$ cat src/rtl/qr_pkg.sv
// Shared constants, FSM state type and helpers for the QR residual stage.
// Fixed-point widths follow the mul_dot -> proj_sub -> normalise chain.
package qr_pkg;

    localparam int DATA_W    = 16;
    localparam int PROD_W    = 32;
    localparam int FRAC_BITS = 8;
    localparam int MAX_PROJ  = 3;
    localparam int GUARD     = 3;
    localparam int ACC_W     = DATA_W + GUARD;
    localparam int CNT_W     = 2;

    typedef enum logic [1:0] {
        IDLE  = 2'd0,
        ACCUM = 2'd1,
        DONE  = 2'd2
    } proj_state_e;

    // Requested projection count limited to the matrix size.
    function automatic logic [CNT_W-1:0] clamp_cnt(
        input logic [CNT_W-1:0] n
    );
        if (int'(n) > MAX_PROJ) begin
            return CNT_W'(MAX_PROJ);
        end
        return n;
    endfunction

endpackage

$ cat src/rtl/proj_sub_lane.sv
// One residual lane: accumulator, projection alignment, subtract, saturate.
// Ports: clk, reset; load/sub/fin_a/fin_s enables; a, d in; v, sat out.
module proj_sub_lane
    import qr_pkg::*;
(
    input  logic              clk,
    input  logic              reset,
    input  logic              load,
    input  logic              sub,
    input  logic              fin_a,
    input  logic              fin_s,
    input  logic [DATA_W-1:0] a,
    input  logic [PROD_W-1:0] d,
    output logic [DATA_W-1:0] v,
    output logic              sat
);

    localparam logic signed [ACC_W-1:0] V_MAX =
        ACC_W'(2 ** (DATA_W - 1) - 1);
    localparam logic signed [ACC_W-1:0] V_MIN =
        ACC_W'(-(2 ** (DATA_W - 1)));

    logic signed [ACC_W-1:0] acc;
    logic signed [ACC_W-1:0] aligned;
    logic signed [ACC_W-1:0] diff;
    logic        [DATA_W-1:0] clip;
    logic                     clipped;
    logic                     unused_bits;

    // Drop the extra product fraction; bits above ACC_W are discarded.
    assign aligned = $signed(d[FRAC_BITS +: ACC_W]);
    assign diff    = acc - aligned;
    assign unused_bits = ^{d[PROD_W-1:FRAC_BITS+ACC_W], d[FRAC_BITS-1:0]};

    always_comb begin
        clip    = diff[DATA_W-1:0];
        clipped = 1'b0;
        if (diff > V_MAX) begin
            clip    = {1'b0, {(DATA_W-1){1'b1}}};
            clipped = 1'b1;
        end else if (diff < V_MIN) begin
            clip    = {1'b1, {(DATA_W-1){1'b0}}};
            clipped = 1'b1;
        end
    end

    always_ff @(posedge clk or posedge reset) begin
        if (reset) begin
            acc <= '0;
            v   <= '0;
            sat <= 1'b0;
        end else begin
            if (load) begin
                acc <= ACC_W'($signed(a));
            end else if (sub) begin
                acc <= diff;
            end
            if (fin_a) begin
                v   <= a;
                sat <= 1'b0;
            end else if (fin_s) begin
                v   <= clip;
                sat <= clipped;
            end
        end
    end

endmodule

$ cat src/rtl/proj_sub.sv
// Gram-Schmidt residual stage: v_k = a_k - sum of projections from mul_dot.
// Ports: start/a*/num_proj load a column, proj_valid/d*_mul subtract,
// ready/busy/stop status, v*/sat result, extra flags stray projections.
module proj_sub
    import qr_pkg::*;
(
    input  logic              clk,
    input  logic              reset,
    input  logic              start,
    input  logic [DATA_W-1:0] a1,
    input  logic [DATA_W-1:0] a2,
    input  logic [DATA_W-1:0] a3,
    input  logic [1:0]        num_proj,
    input  logic              proj_valid,
    input  logic [PROD_W-1:0] d1_mul,
    input  logic [PROD_W-1:0] d2_mul,
    input  logic [PROD_W-1:0] d3_mul,
    output logic              ready,
    output logic              busy,
    output logic [DATA_W-1:0] v1,
    output logic [DATA_W-1:0] v2,
    output logic [DATA_W-1:0] v3,
    output logic              stop,
    output logic              sat,
    output logic              extra
);

    proj_state_e      state;
    proj_state_e      state_n;
    logic [CNT_W-1:0] cnt;
    logic             load;
    logic             sub;
    logic             fin_a;
    logic             fin_s;
    logic             s1;
    logic             s2;
    logic             s3;

    always_ff @(posedge clk or posedge reset) begin
        if (reset) begin
            state <= IDLE;
        end else begin
            state <= state_n;
        end
    end

    always_comb begin
        state_n = state;
        load    = 1'b0;
        sub     = 1'b0;
        fin_a   = 1'b0;
        fin_s   = 1'b0;
        unique case (state)
            IDLE: begin
                if (start) begin
                    load = 1'b1;
                    if (clamp_cnt(num_proj) == '0) begin
                        fin_a   = 1'b1;
                        state_n = DONE;
                    end else begin
                        state_n = ACCUM;
                    end
                end
            end
            ACCUM: begin
                if (proj_valid) begin
                    sub = 1'b1;
                    if (cnt == CNT_W'(1)) begin
                        fin_s   = 1'b1;
                        state_n = DONE;
                    end
                end
            end
            DONE: begin
                state_n = IDLE;
            end
            default: begin
                state_n = IDLE;
            end
        endcase
    end

    always_ff @(posedge clk or posedge reset) begin
        if (reset) begin
            cnt   <= '0;
            extra <= 1'b0;
        end else begin
            if (load) begin
                cnt <= clamp_cnt(num_proj);
            end else if (sub) begin
                cnt <= cnt - CNT_W'(1);
            end
            // A stray projection wins over the clear from a same-cycle start.
            if (proj_valid && state != ACCUM) begin
                extra <= 1'b1;
            end else if (load) begin
                extra <= 1'b0;
            end
        end
    end

    proj_sub_lane u_lane1 (
        .clk   (clk),
        .reset (reset),
        .load  (load),
        .sub   (sub),
        .fin_a (fin_a),
        .fin_s (fin_s),
        .a     (a1),
        .d     (d1_mul),
        .v     (v1),
        .sat   (s1)
    );

    proj_sub_lane u_lane2 (
        .clk   (clk),
        .reset (reset),
        .load  (load),
        .sub   (sub),
        .fin_a (fin_a),
        .fin_s (fin_s),
        .a     (a2),
        .d     (d2_mul),
        .v     (v2),
        .sat   (s2)
    );

    proj_sub_lane u_lane3 (
        .clk   (clk),
        .reset (reset),
        .load  (load),
        .sub   (sub),
        .fin_a (fin_a),
        .fin_s (fin_s),
        .a     (a3),
        .d     (d3_mul),
        .v     (v3),
        .sat   (s3)
    );

    assign sat   = s1 | s2 | s3;
    assign ready = (state == IDLE);
    assign busy  = (state == ACCUM);
    assign stop  = (state == DONE);

endmodule

$ cat config.mk
export PLATFORM = sky130hd
export DESIGN_NAME = proj_sub
export DESIGN_NICKNAME = d
export VERILOG_FILES = /design/src/rtl/qr_pkg.sv /design/src/rtl/proj_sub_lane.sv /design/src/rtl/proj_sub.sv
export SDC_FILE = /design/constraint.sdc
export NUM_CORES = 1
export LEC_CHECK = 0
export BUFFER_PORTS_ARGS = -buffer_cell sky130_fd_sc_hd__buf_4
export CAP_MARGIN = 20
export CORE_MARGIN = 4
export CORE_UTILIZATION = 59
export DETAILED_ROUTE_END_ITERATION = 10
export GPL_ROUTABILITY_DRIVEN = 0
export HOLD_SLACK_MARGIN = 0.12
export PLACE_DENSITY = 0.84
export SLEW_MARGIN = 30
export SYNTH_ARGS = -nofsm -noshare
export SYNTH_HDL_FRONTEND = slang
export SYNTH_SLANG_ARGS = --single-unit
$ cat constraint.sdc
create_clock -name clk -period 10.35 [get_ports clk]
set_input_delay 2.07 -clock clk [delete_from_list [all_inputs] [get_ports clk]]
set_output_delay 2.07 -clock clk [all_outputs]
set_load 0.1 [all_outputs]
# == Yosys cells after proc, flatten, opt, wreduce, memory -nomap -nowiden ==
# Index checks and enable logic that the tools add are counted.
# word_totals
regBits,113
elab_cells,87
# op_classes
addsub,4
magnitude_cmp,6
n_eq_ne,7
muxes,49
n_bitwise,2
reduce_logical,7
# op_table
cell,count
$mux W16,12
$mux W19,6
$gt A19 B16 Y1 const B,3
$lt A19 B16 Y1 const B,3
$sub A19 B19 Y19,3
$mux W1,24
$mux W2,6
$reduce_bool A2 Y1,3
$eq A2 B1 Y1 const B,2
$logic_not A2 Y1,2
$ne A2 B1 Y1 const B,2
$ne A2 B2 Y1 const B,2
$pmux W2 S2,1
$reduce_and A3 Y1,1
$eq A2 B2 Y1 const B,1
$or A1 B1 Y1,2
$sub A2 B1 Y2 const B,1
$logic_and A1 B1 Y1,1

# == Depth between registers and ports, before layout ==
# Gate-level depths: netlist (run 1).
# logic_depth
word_depth,6
mapped_depth,12

# == Cells and area by module ==
# A second synthesis (run 1) with hierarchy kept.
# unflattened
cells_unflattened,1024
area_unflattened_um2,8643.3
# modules_own_cells
module,n_inst,cells_each,area_each_um2
proj_sub_lane (u_lane2 ...),2,329,2781.4
proj_sub_lane (u_lane1),1,333,2778.9
proj_sub,1,33,301.5

# == Least setup slack after synthesis (run 1) ==
# Ideal clock, no wire load.
# synth_path
path_kind,input -> register
start,input port d2_mul[8]
end,register u_lane2.v[11]
setup_time_ps,121
arrival_time_ps,4584
t_required_ps,10229
path_slack_ps,5645
cell_stages,11
n_path_buf,1
path_cell_list,ha_1 > fa_1 > nand2b_1 > a21o_1 > a31oi_1 > a21oi_1 > o211a_2 > o32ai_2 > clkbuf_1 > a21oi_1 > o22a_1
# synth_between
elab_chain_len,6
# synth_lines
element,line_no,text
"start, declared",proj_sub.sv:16,"input logic [PROD_W-1:0] d2_mul,"
$sub A19 B19 Y19 (*),proj_sub_lane.sv:32,assign diff = acc - aligned;
$lt A19 B16 Y1,proj_sub_lane.sv:41,end else if (diff < V_MIN) begin
$mux W16,proj_sub_lane.sv:41,
$mux W16 (*),proj_sub_lane.sv:38,if (diff > V_MAX) begin
$mux W16 (*),proj_sub_lane.sv:61,end else if (fin_s) begin
$mux W16 (*),proj_sub_lane.sv:58,if (fin_a) begin
"end signal, assigned",proj_sub_lane.sv:62,v <= clip;
"end, declared",proj_sub_lane.sv:14,"output logic [DATA_W-1:0] v,"
# Every way passes the cells marked *; elsewhere a longest branch is shown, timed or not. The select of a mux whose other input is x is not followed.
# A chain may end at the register's enable or synchronous reset.

# == Final worst setup path (run 1) ==
# layout_path
start,input port d3_mul[8]
end,register u_lane3.v[9]
# layout_between
elab_chain_len,6
# layout_lines
element,line_no,text
"start, declared",proj_sub.sv:17,"input logic [PROD_W-1:0] d3_mul,"
$sub A19 B19 Y19 (*),proj_sub_lane.sv:32,
$lt A19 B16 Y1,proj_sub_lane.sv:41,
$mux W16,proj_sub_lane.sv:41,
$mux W16 (*),proj_sub_lane.sv:38,
$mux W16 (*),proj_sub_lane.sv:61,
$mux W16 (*),proj_sub_lane.sv:58,
"end signal, assigned",proj_sub_lane.sv:62,
"end, declared",proj_sub_lane.sv:14,
# Marked as above.

==> results.cfg, run 1 <==
[run_status]
status = finished clean

[detailed_routing]
drt-pass1-iter-count = 7
wl_per_cell_um = 19.0
drt-total-wl_um = 24500
viasPerCell = 6.36
drt_iter0_drc = 831
num_vias = 8222
drc = 0
drt.antenna.violating_nets = 0

[logic_synthesis]
syn_nets = 1159
synth_seq_area_share = 0.351
avgSynthCellArea_um2 = 8.46
synthArstFlopShare = 1.00
synth_warnings = 0
ys_seq_elements = 113
ys.flop_type = dfrtp_1
synth-edff-count = 0
synth_cell_types = 70
synth_area_um2 = 8050
synth_cells = 951

[setup_path]
max_stage_delay_ns = 0.64
r2r_end = u_lane3.v[9]
reg2regPathDepth = 11
crit_fanout = 15
critPathArrivalTime_ns = 5.48
crit_chain = buf_4 -> ha_1 -> fa_1 -> nand2b_1 -> a21oi_1 -> a2111oi_2 -> o41ai_2 -> or3_1 -> o311a_1 -> nand2_1 -> a31oi_1
reg2reg_from = u_lane3.acc[0]
crit_path_start_kind = input port
rrSetupSlack_ns = 6.61
worst_setup_path_end_kind = flip-flop
criticalPathCategory = in -> reg
cp.required_ns = 10.68
crit_path_top_delay_cell = o311a_1

[clocking]
cts_root_buf = clkbuf_16
post_cts_buffers = 0
path_clk_slew_ns = 0.05
clock_sinks = 113
clk_path_buf_depth = 2
cts_tree = built
ctsResizeCount = 0
numCtsBuffers = 17
postCtsHoldBufs = 0
clock_latency_ns = 0.42
htree_levels = 4

[global_route]
use_met1 = 0.421
met2_usage = 0.495
grt_util_met3 = 0.0815
antenna_found_initial = 0
grt_start_max_net_pins = 83
grt_usage = 0.313
grt_remaining_overflow = 0
grt_pass1_vias = 7992
grt_pass1_wl_um = 40100
top_usage_layer = met2

[placement]
hpwlAfterDp_um = 17000
port_buffers = 163

[timing]
setup_violations = 0
final.setup.tns_ns = 0
rsz0062_at_grt = false
hold_viol_final = 0
fmax_mhz = 194
report.final.slew_viol_count = 0
finalCriticalPeriod_ns = 5.15
fin_crit_sh = 0.497
clock_skew_ns = 0.00491
relSlewSlack = 0.475
worst_pin_slew_ns = 0.785

[worst_hold_path]
whs_path_depth = 2
min_from = u_lane2.sat
whs_endpoint = u_lane2.sat
min_path_type = reg -> reg

[floorplanning]
die_x_um = 125
fp.dieArea_um2 = 15600
core_um2 = 13300
ios = 203
die_height_um = 125
rows = 42
start_util = 0.605

[layout]
final_nets = 1311
ff_latch_area_um2 = 2830
syn2layout_area_growth_pct = 24.2
drive_above_1_share = 0.205
multi_input_area_um2 = 4800
diodes = 0
fillers = 998

[flow_run]
maxCapViolations = 0
==> registers in the layout, indices dropped and copies added (netlist names) <==
register,cells
cnt,2
extra,1
state,2
u_lane1.acc,19
u_lane1.sat,1
u_lane1.v,16
u_lane2.acc,19
u_lane2.sat,1
u_lane2.v,16
u_lane3.acc,19
u_lane3.sat,1
u_lane3.v,16
==> layout make-up <==
cell class              instances  area share
multi-input cells             726       0.480
repair buffers                176       0.133
flip-flops and latches        113       0.283
inverters                      69      0.0262
clock inverters                 5     0.00501
clock buffers                  27      0.0513
well taps                     176      0.0220
==> cell families (layout without fill, tap and decap cells) <==
kind of cell    count (synthesis)  after routing  share of synthesized area
compound gates                362            362                      0.299
simple gates                  258            258                      0.151
flops                         113            113                      0.351
buf+inv                       112            277                     0.0530
fa+ha+maj                      58             58                     0.0930
xor+xnor                       46             46                     0.0501
mux                             2              2                    0.00264
==> critical path: cells and delay by family <==
kind	cells	cell delay, ns
buf+inv	1	0.11
simple gates	3	0.77
fa+ha+maj	2	0.64
compound gates	5	1.87
==> through the flow <==
stage | utilization | hold slack (ns) | setup WS (ns) | std cells | instance area (um^2)
after global routing | 0.752 | 0.520 | 5.02 | 1292 | 10000
after global placement | 0.709 | 0.465 | 4.94 | 1260 | 9430
final | 0.752 | 0.483 | 5.20 | 1292 | 10000
after CTS | 0.752 | 0.489 | 5.22 | 1292 | 10000
after detailed placement | 0.709 | 0.476 | 4.83 | 1260 | 9430
after floorplan | - | 0.443 | 5.29 | 951 | 8050
==> per-layer routing <==
layer  up-vias  share of wire
met2       434           0.46
met5         -              0
li1       3804              -
met1      3919           0.42
met3        65          0.088
met4         0          0.028
==> how the worst max path moves through the flow <==
stage / startpoint / slack (ns) / end / cells after the start
finish: d3_mul[8] / 5.20 / u_lane3.v[9] / 11
global route: d3_mul[8] / 5.02 / u_lane3.v[8] / 11
global placement: d3_mul[8] / 4.94 / u_lane3.v[9] / 11
floorplan: reset / 5.29 / cnt[0] / 1
detailed placement: d3_mul[8] / 4.83 / u_lane3.v[9] / 11
CTS: d3_mul[8] / 5.22 / u_lane3.v[9] / 11
==> cell usage in the layout, fill, tap and decap left out, types with 7 or more instances in the layout <==
cell type / netlist / routed
o22a_1: 8 / 8
o21ai_0: 66 / 66
xor2_1: 27 / 27
o221a_2: 7 / 7
dfrtp_1: 113 / 113
clkbuf_16: 0 / 17
a21o_1: 14 / 14
a21oi_1: 90 / 90
nand2_1: 82 / 82
o21bai_1: 7 / 7
nor2_1: 80 / 80
o22ai_1: 40 / 40
and3_1: 12 / 12
o221ai_1: 7 / 7
xnor2_1: 19 / 19
ha_1: 55 / 55
a31oi_1: 13 / 13
o211ai_1: 12 / 12
nand4_1: 9 / 9
o21a_1: 10 / 10
a221o_1: 9 / 9
buf_4: 0 / 175
and2_1: 8 / 7
nand2b_1: 20 / 20
nor3_1: 16 / 15
inv_1: 68 / 67
a22oi_1: 33 / 33
nand3_1: 7 / 7
==> cell usage after synthesis (all sizes together) (3+ instances only) <==
cell type    n  area [um^2]
nand2       82          308
inv         68          255
a21o        14          105
or3          4         25.0
a31oi       13         81.3
clkbuf      36          135
o31ai        5         37.5
nand2b      20          125
dfrtp      113         2830
a21oi       90          450
xnor2       19          166
o22a         8         70.1
o21bai       7         52.6
o221ai       7         61.3
o211ai      12         90.1
or2          3         18.8
nor3        16         80.1
and3        12         75.1
o21ai       69          349
buf          7         32.5
o21a        10         75.1
o22ai       40          250
a211o        3         26.3
fa           3         60.1
a22oi       33          248
and2         9         56.3
a211oi       6         45.0
nand4        9         56.3
xor2        27          236
o311ai       8         70.1
nor2b        3         18.8
a21boi       3         22.5
a221o        9         90.1
ha          55          688
nand3        7         35.0
nor2        81          307
or4          3         26.3
o221a        7         78.8
Power of run 1 is not shown: default switching activity piles up to over one toggle a cycle in this logic, so the estimate is an artifact.
==> run 2: changes to the inputs <==
--- a/config.mk
+++ b/config.mk
@@ -8,11 +8,11 @@
 export BUFFER_PORTS_ARGS = -buffer_cell sky130_fd_sc_hd__buf_4
 export CAP_MARGIN = 20
 export CORE_MARGIN = 4
-export CORE_UTILIZATION = 59
+export CORE_UTILIZATION = 49
 export DETAILED_ROUTE_END_ITERATION = 10
 export GPL_ROUTABILITY_DRIVEN = 0
 export HOLD_SLACK_MARGIN = 0.12
-export PLACE_DENSITY = 0.84
+export PLACE_DENSITY = 0.74
 export SLEW_MARGIN = 30
 export SYNTH_ARGS = -nofsm -noshare
 export SYNTH_HDL_FRONTEND = slang
==> constraint.sdc (replaced) <==
create_clock -name clk -period 4.55 [get_ports clk]
set_input_delay 0.91 -clock clk [delete_from_list [all_inputs] [get_ports clk]]
set_output_delay 0.91 -clock clk [all_outputs]
set_load 0.1 [all_outputs]
==> run 2 against run 1 <==
Compared with the run above:
- critical path depth is 1 higher
- first-iteration DRC count down 17%
- worst setup slack worse by 4.5 ns
- routed wire length rose by 4.4%
- via count shrank 1.3%
- sequential share of layout area decreased by 0.76 points
- final area rose by 2.8%
- die area grew 19%
- non-clock buffer count increased by 11
- final cell count grew 4.0%
- register-to-register slack got worse by 5.7 ns
- critical path type unchanged
==> results.cfg, run 2 (synthesis gave the netlist of run 1 again) <==
[clocking]
cts_root_buf = clkbuf_16
postCtsHoldBufs = 0
cts_tree = built
ctsResizeCount = 0
numCtsBuffers = 17
clock_latency_ns = 0.43
clk_path_buf_depth = 2
clock_sinks = 113
post_cts_buffers = 0
path_clk_slew_ns = 0.06
htree_levels = 4

[setup_path]
critPathArrivalTime_ns = 4.15
worst_setup_path_end_kind = flip-flop
crit_path_start_kind = input port
rrSetupSlack_ns = 0.95
criticalPathCategory = in -> reg
crit_fanout = 14
cp.required_ns = 4.86

[detailed_routing]
drc = 0
num_vias = 8113
viasPerCell = 6.04
drt-total-wl_um = 25600
drt.antenna.violating_nets = 0
drt-pass1-iter-count = 5
drt_iter0_drc = 690
wl_per_cell_um = 19.0

[floorplanning]
die_height_um = 136
ios = 203
start_util = 0.503
rows = 46
fp.dieArea_um2 = 18500
core_um2 = 16000
die_x_um = 136

[layout]
syn2layout_area_growth_pct = 27.7
final_nets = 1322
layout_common_cells = buf_4, dfrtp_1, a21oi_1
fillers = 1406
final_common_cell = buf_4
reg.largest.list = u_lane1.acc (19), u_lane2.acc (19), u_lane3.acc (19)
finalCoreUtilization = 0.642
drive_above_1_share = 0.217

[placement]
port_buffers = 163
hpwlAfterDp_um = 18000

[global_route]
grt_start_max_net_pins = 68
grt_pass1_vias = 7939
grt_pass1_wl_um = 40600
grt_remaining_overflow = 0
antenna_found_initial = 0
grt_usage = 0.277

[timing]
fin_crit_sh = 0.843
relSlewSlack = 0.387
hold_viol_final = 0
report.final.slew_viol_count = 0
fmax_mhz = 261
rsz0062_at_grt = false
worst_pin_slew_ns = 0.916
timing.hold.ws_ns = 0.481
clock_skew_ns = 0.0100
setup_violations = 0
final.setup.tns_ns = 0
finalCriticalPeriod_ns = 3.83

[worst_hold_path]
min_path_type = reg -> reg

[flow_run]
maxCapViolations = 0

[run_status]
status = finished clean
[run 2: cell types whose count changed in the layout (fill, tap and decap cells not counted), sizes merged]
cell      previous run  this run
inv                 68        69
diode                0         1
clkinvlp             0         2
buf                176       187
bufinv               1         6
clkbuf              27        19
[run 2: worst paths after layout]
kind | startpoint | cells past startpoint | end
setup / recovery | d2_mul[8] | 12 | u_lane2.v[3]
hold / removal | extra | 2 | extra
max in group asynchronous | reset | 3 | u_lane3.v[13]
min in group asynchronous | reset | 2 | u_lane1.v[11]
hold reg to reg | extra | 2 | extra
setup reg to reg | u_lane2.acc[0] | 12 | u_lane2.v[3]
[run 2: metrics by stage]
step | worst slack, ns | area (um^2) | instances
floorplan | 0.653 | 8050 | 951
global placement | 0.108 | 9560 | 1311
detailed placement | 0.366 | 9580 | 1311
CTS | 0.792 | 10300 | 1343
global route | 0.618 | 10300 | 1343
finish | 0.716 | 10300 | 1344
[run 2: metal layers]
metal | vias to the layer above | global-route usage | wire length [um]
li1 | 3840 | - | -
met1 | 3844 | 0.369 | 11000
met3 | 60 | 0.0437 | 1980
met4 | 0 | 0.124 | 809
met2 | 369 | 0.446 | 11800
met5 | - | 0 | 0
[run 2: critical path, cell delays in order]
cell	delay, ns
buf_4	0.11
ha_1	0.21
fa_1	0.40
nand2b_1	0.18
a21o_1	0.19
a31oi_1	0.24
buf_4	0.20
a211o_1	0.12
a21oi_1	0.16
a311oi_4	0.69
o21ai_1	0.38
o221a_2	0.35
[run 2: area by class of cell]
class,count,area [um^2],area share
well taps,216,270,0.0263
clock inverters,13,231,0.0225
clock buffers,19,453,0.0441
flip-flops and latches,113,2830,0.275
multi-input cells,726,4820,0.469
diodes,1,2.50,0.000244
repair buffers,187,1400,0.137
inverters,69,264,0.0257
Power of run 2 is left out for the same reason.
==> run 3: changes to the inputs <==
--- a/config.mk
+++ b/config.mk
@@ -5,14 +5,15 @@
 export SDC_FILE = /design/constraint.sdc
 export NUM_CORES = 1
 export LEC_CHECK = 0
+export ABC_AREA = 1
 export BUFFER_PORTS_ARGS = -buffer_cell sky130_fd_sc_hd__buf_4
 export CAP_MARGIN = 20
 export CORE_MARGIN = 4
-export CORE_UTILIZATION = 49
+export CORE_UTILIZATION = 51
 export DETAILED_ROUTE_END_ITERATION = 10
 export GPL_ROUTABILITY_DRIVEN = 0
 export HOLD_SLACK_MARGIN = 0.12
-export PLACE_DENSITY = 0.74
+export PLACE_DENSITY = 0.76
 export SLEW_MARGIN = 30
 export SYNTH_ARGS = -nofsm -noshare
 export SYNTH_HDL_FRONTEND = slang
==> constraint.sdc (replaced) <==
create_clock -name clk -period 3.35 [get_ports clk]
set_input_delay 0.67 -clock clk [delete_from_list [all_inputs] [get_ports clk]]
set_output_delay 0.67 -clock clk [all_outputs]
set_load 0.1 [all_outputs]
==> run 3 against run 2 <==
Compared with the run above:
- synthesized cell count grew 33%
- non-clock buffer count shrank 15
- via count grew 8.3%
- critical path depth grew 4
- routed wire length is essentially flat
- global-route usage shrank 2.3 points
- final area grew 7.8%
- flip-flop and latch count is the same
- register-to-register slack lost 0.17 ns
- worst setup slack gained 0.049 ns
- first-iteration DRC count shrank 23%
- count of clock-buffer cells in the layout grew 1
==> results.cfg, run 3 <==
[timing]
fin_crit_sh = 0.772
finalCriticalPeriod_ns = 2.58
fmax_mhz = 387
relSlewSlack = 0.392
setup_violations = 0
worst_pin_slew_ns = 0.911
final.setup.tns_ns = 0
rsz0062_at_grt = false
clock_skew_ns = 0.00929
hold_viol_final = 0
report.final.slew_viol_count = 0

[logic_synthesis]
yosysTopAreaCell = dfrtp_1
synth_top_area_frac = 0.310
avgSynthCellArea_um2 = 7.20
synth_area_um2 = 9120
ys_top_cells_by_count = nand2_1, inv_1, dfrtp_1
synthArstFlopShare = 1.00
ys_seq_elements = 113
synth.top_cells.by_area = dfrtp_1, nand2_1, ha_1
ys.flop_type = dfrtp_1
synth_warnings = 0
syn_nets = 1475
synth_cells = 1267
yosysMostFrequentCell = nand2_1
synth_seq_area_share = 0.310
synth-edff-count = 0
synth_cell_types = 46

[layout]
multi_input_area_um2 = 5280
drive_above_1_share = 0.241
layout_common_cells = nand2_1, inv_1, buf_4
fillers = 1590
ff_latch_area_um2 = 2830
syn2layout_area_growth_pct = 21.5
reg.largest.list = u_lane1.acc (19), u_lane2.acc (19), u_lane3.acc (19)
diodes = 0
final_common_cell = nand2_1
final_nets = 1627

[floorplanning]
fp.dieArea_um2 = 20100
start_util = 0.523
die_height_um = 142
core_um2 = 17400
die_x_um = 142
ios = 203
rows = 48

[setup_path]
reg2reg_from = u_lane2.acc[0]
critPathArrivalTime_ns = 2.93
crit_path_start_kind = input port
startpoint = d2_mul[8]
crit_fanout = 13
endpoint = u_lane2.v[14]
criticalPathCategory = in -> reg
rrSetupSlack_ns = 0.78
worst_setup_path_end_kind = flip-flop
cp.required_ns = 3.69
reg2regPathDepth = 16
r2r_end = u_lane2.v[14]

[detailed_routing]
drt-total-wl_um = 25600
drc = 0
viasPerCell = 5.30
drt.antenna.violating_nets = 0
drt-pass1-iter-count = 5
wl_per_cell_um = 15.4
num_vias = 8783
drt_iter0_drc = 530

[global_route]
grt_pass1_vias = 8541
grt_usage = 0.254
grt_pass1_wl_um = 41500
grt_start_max_net_pins = 69
grt_remaining_overflow = 0
antenna_found_initial = 1

[clocking]
cts_tree = built
clock_sinks = 113
htree_levels = 4
clock_latency_ns = 0.42
cts_root_buf = clkbuf_16
ctsResizeCount = 0
path_clk_slew_ns = 0.05
post_cts_buffers = 0
numCtsBuffers = 17
clk_path_buf_depth = 2
postCtsHoldBufs = 0

[placement]
hpwlAfterDp_um = 19100
port_buffers = 163

[worst_hold_path]
min_path_type = in -> async

[flow_run]
maxCapViolations = 0

[run_status]
status = finished clean
==> run 3: cell types whose count changed in the layout (fill, tap and decap cells not counted), moves of 20 or more <==
cell      delta
a21oi_2     +24
o22ai_1     -29
nand2_1    +224
o21ai_0     -23
inv_1      +113
o221ai_1    +22
a22oi_1     -33
inv_2       +27
nand3_2     +28
nand3_1     +52
nor2_1      +21
nand2b_1    -20
nand2_2     +26
==> run 3: cells by family after synthesis <==
group / Yosys count / share of synthesized area
AO/OA/AOI/OAI: 232 / 0.163
XOR/XNOR: 41 / 0.0394
adder cells (fa/ha/maj): 58 / 0.0821
buffers and inverters: 248 / 0.110
flip-flops: 113 / 0.310
AND/OR/NAND/NOR: 575 / 0.295
==> run 3: worst min path at each step <==
stage	startpoint	to	slack (ns)	cells after the start
after global placement	u_lane3.v[8]	u_lane3.v[8]	0.47	2
after global routing	reset	extra	0.34	2
after CTS	reset	u_lane3.acc[4]	0.31	2
after floorplan	u_lane1.acc[2]	u_lane1.acc[2]	0.46	2
after detailed placement	u_lane3.v[3]	u_lane3.v[3]	0.47	2
final	reset	extra	0.31	2
==> run 3: area by class of cell <==
cell class                      count  share of cell area
Timing Repair Buffer              172               0.119
Clock inverter                     11              0.0102
Sequential cell                   113               0.255
Tap cell                          225              0.0254
Multi-Input combinational cell    906               0.477
Inverter                          209              0.0714
Clock buffer                       20              0.0421
==> run 3: layer usage <==
layer  routed length [um]  GRT usage
met3                 2000     0.0570
met2                11800      0.416
met5                   20          0
met4                  534     0.0859
met1                11200      0.334
==> run 3: critical path, stage by stage <==
cell,delay (ns)
buf_4,0.11
ha_1,0.21
fa_1,0.41
inv_1,0.09
nand3_1,0.07
nand2_1,0.13
nand2_1,0.08
nand2_2,0.09
nand2_1,0.09
nand3_1,0.08
nand2_1,0.08
nand3_2,0.09
nand3_2,0.37
nand2_1,0.17
inv_1,0.05
a21oi_1,0.12
==> run 3: metrics by stage <==
step | setup WS [ns] | cells | hold slack [ns] | utilization | instance area, um^2
5_1_grt | 0.494 | 1656 | 0.338 | 0.636 | 11100
2_1_floorplan | 0.230 | 1267 | 0.456 | - | 9120
3_3_place_gp | 0.403 | 1625 | 0.467 | 0.603 | 10500
3_5_place_dp | 0.334 | 1625 | 0.469 | 0.603 | 10500
4_1_cts | 0.760 | 1656 | 0.315 | 0.636 | 11100
6_report | 0.765 | 1656 | 0.306 | 0.636 | 11100
Power of run 3 is left out for the same reason.
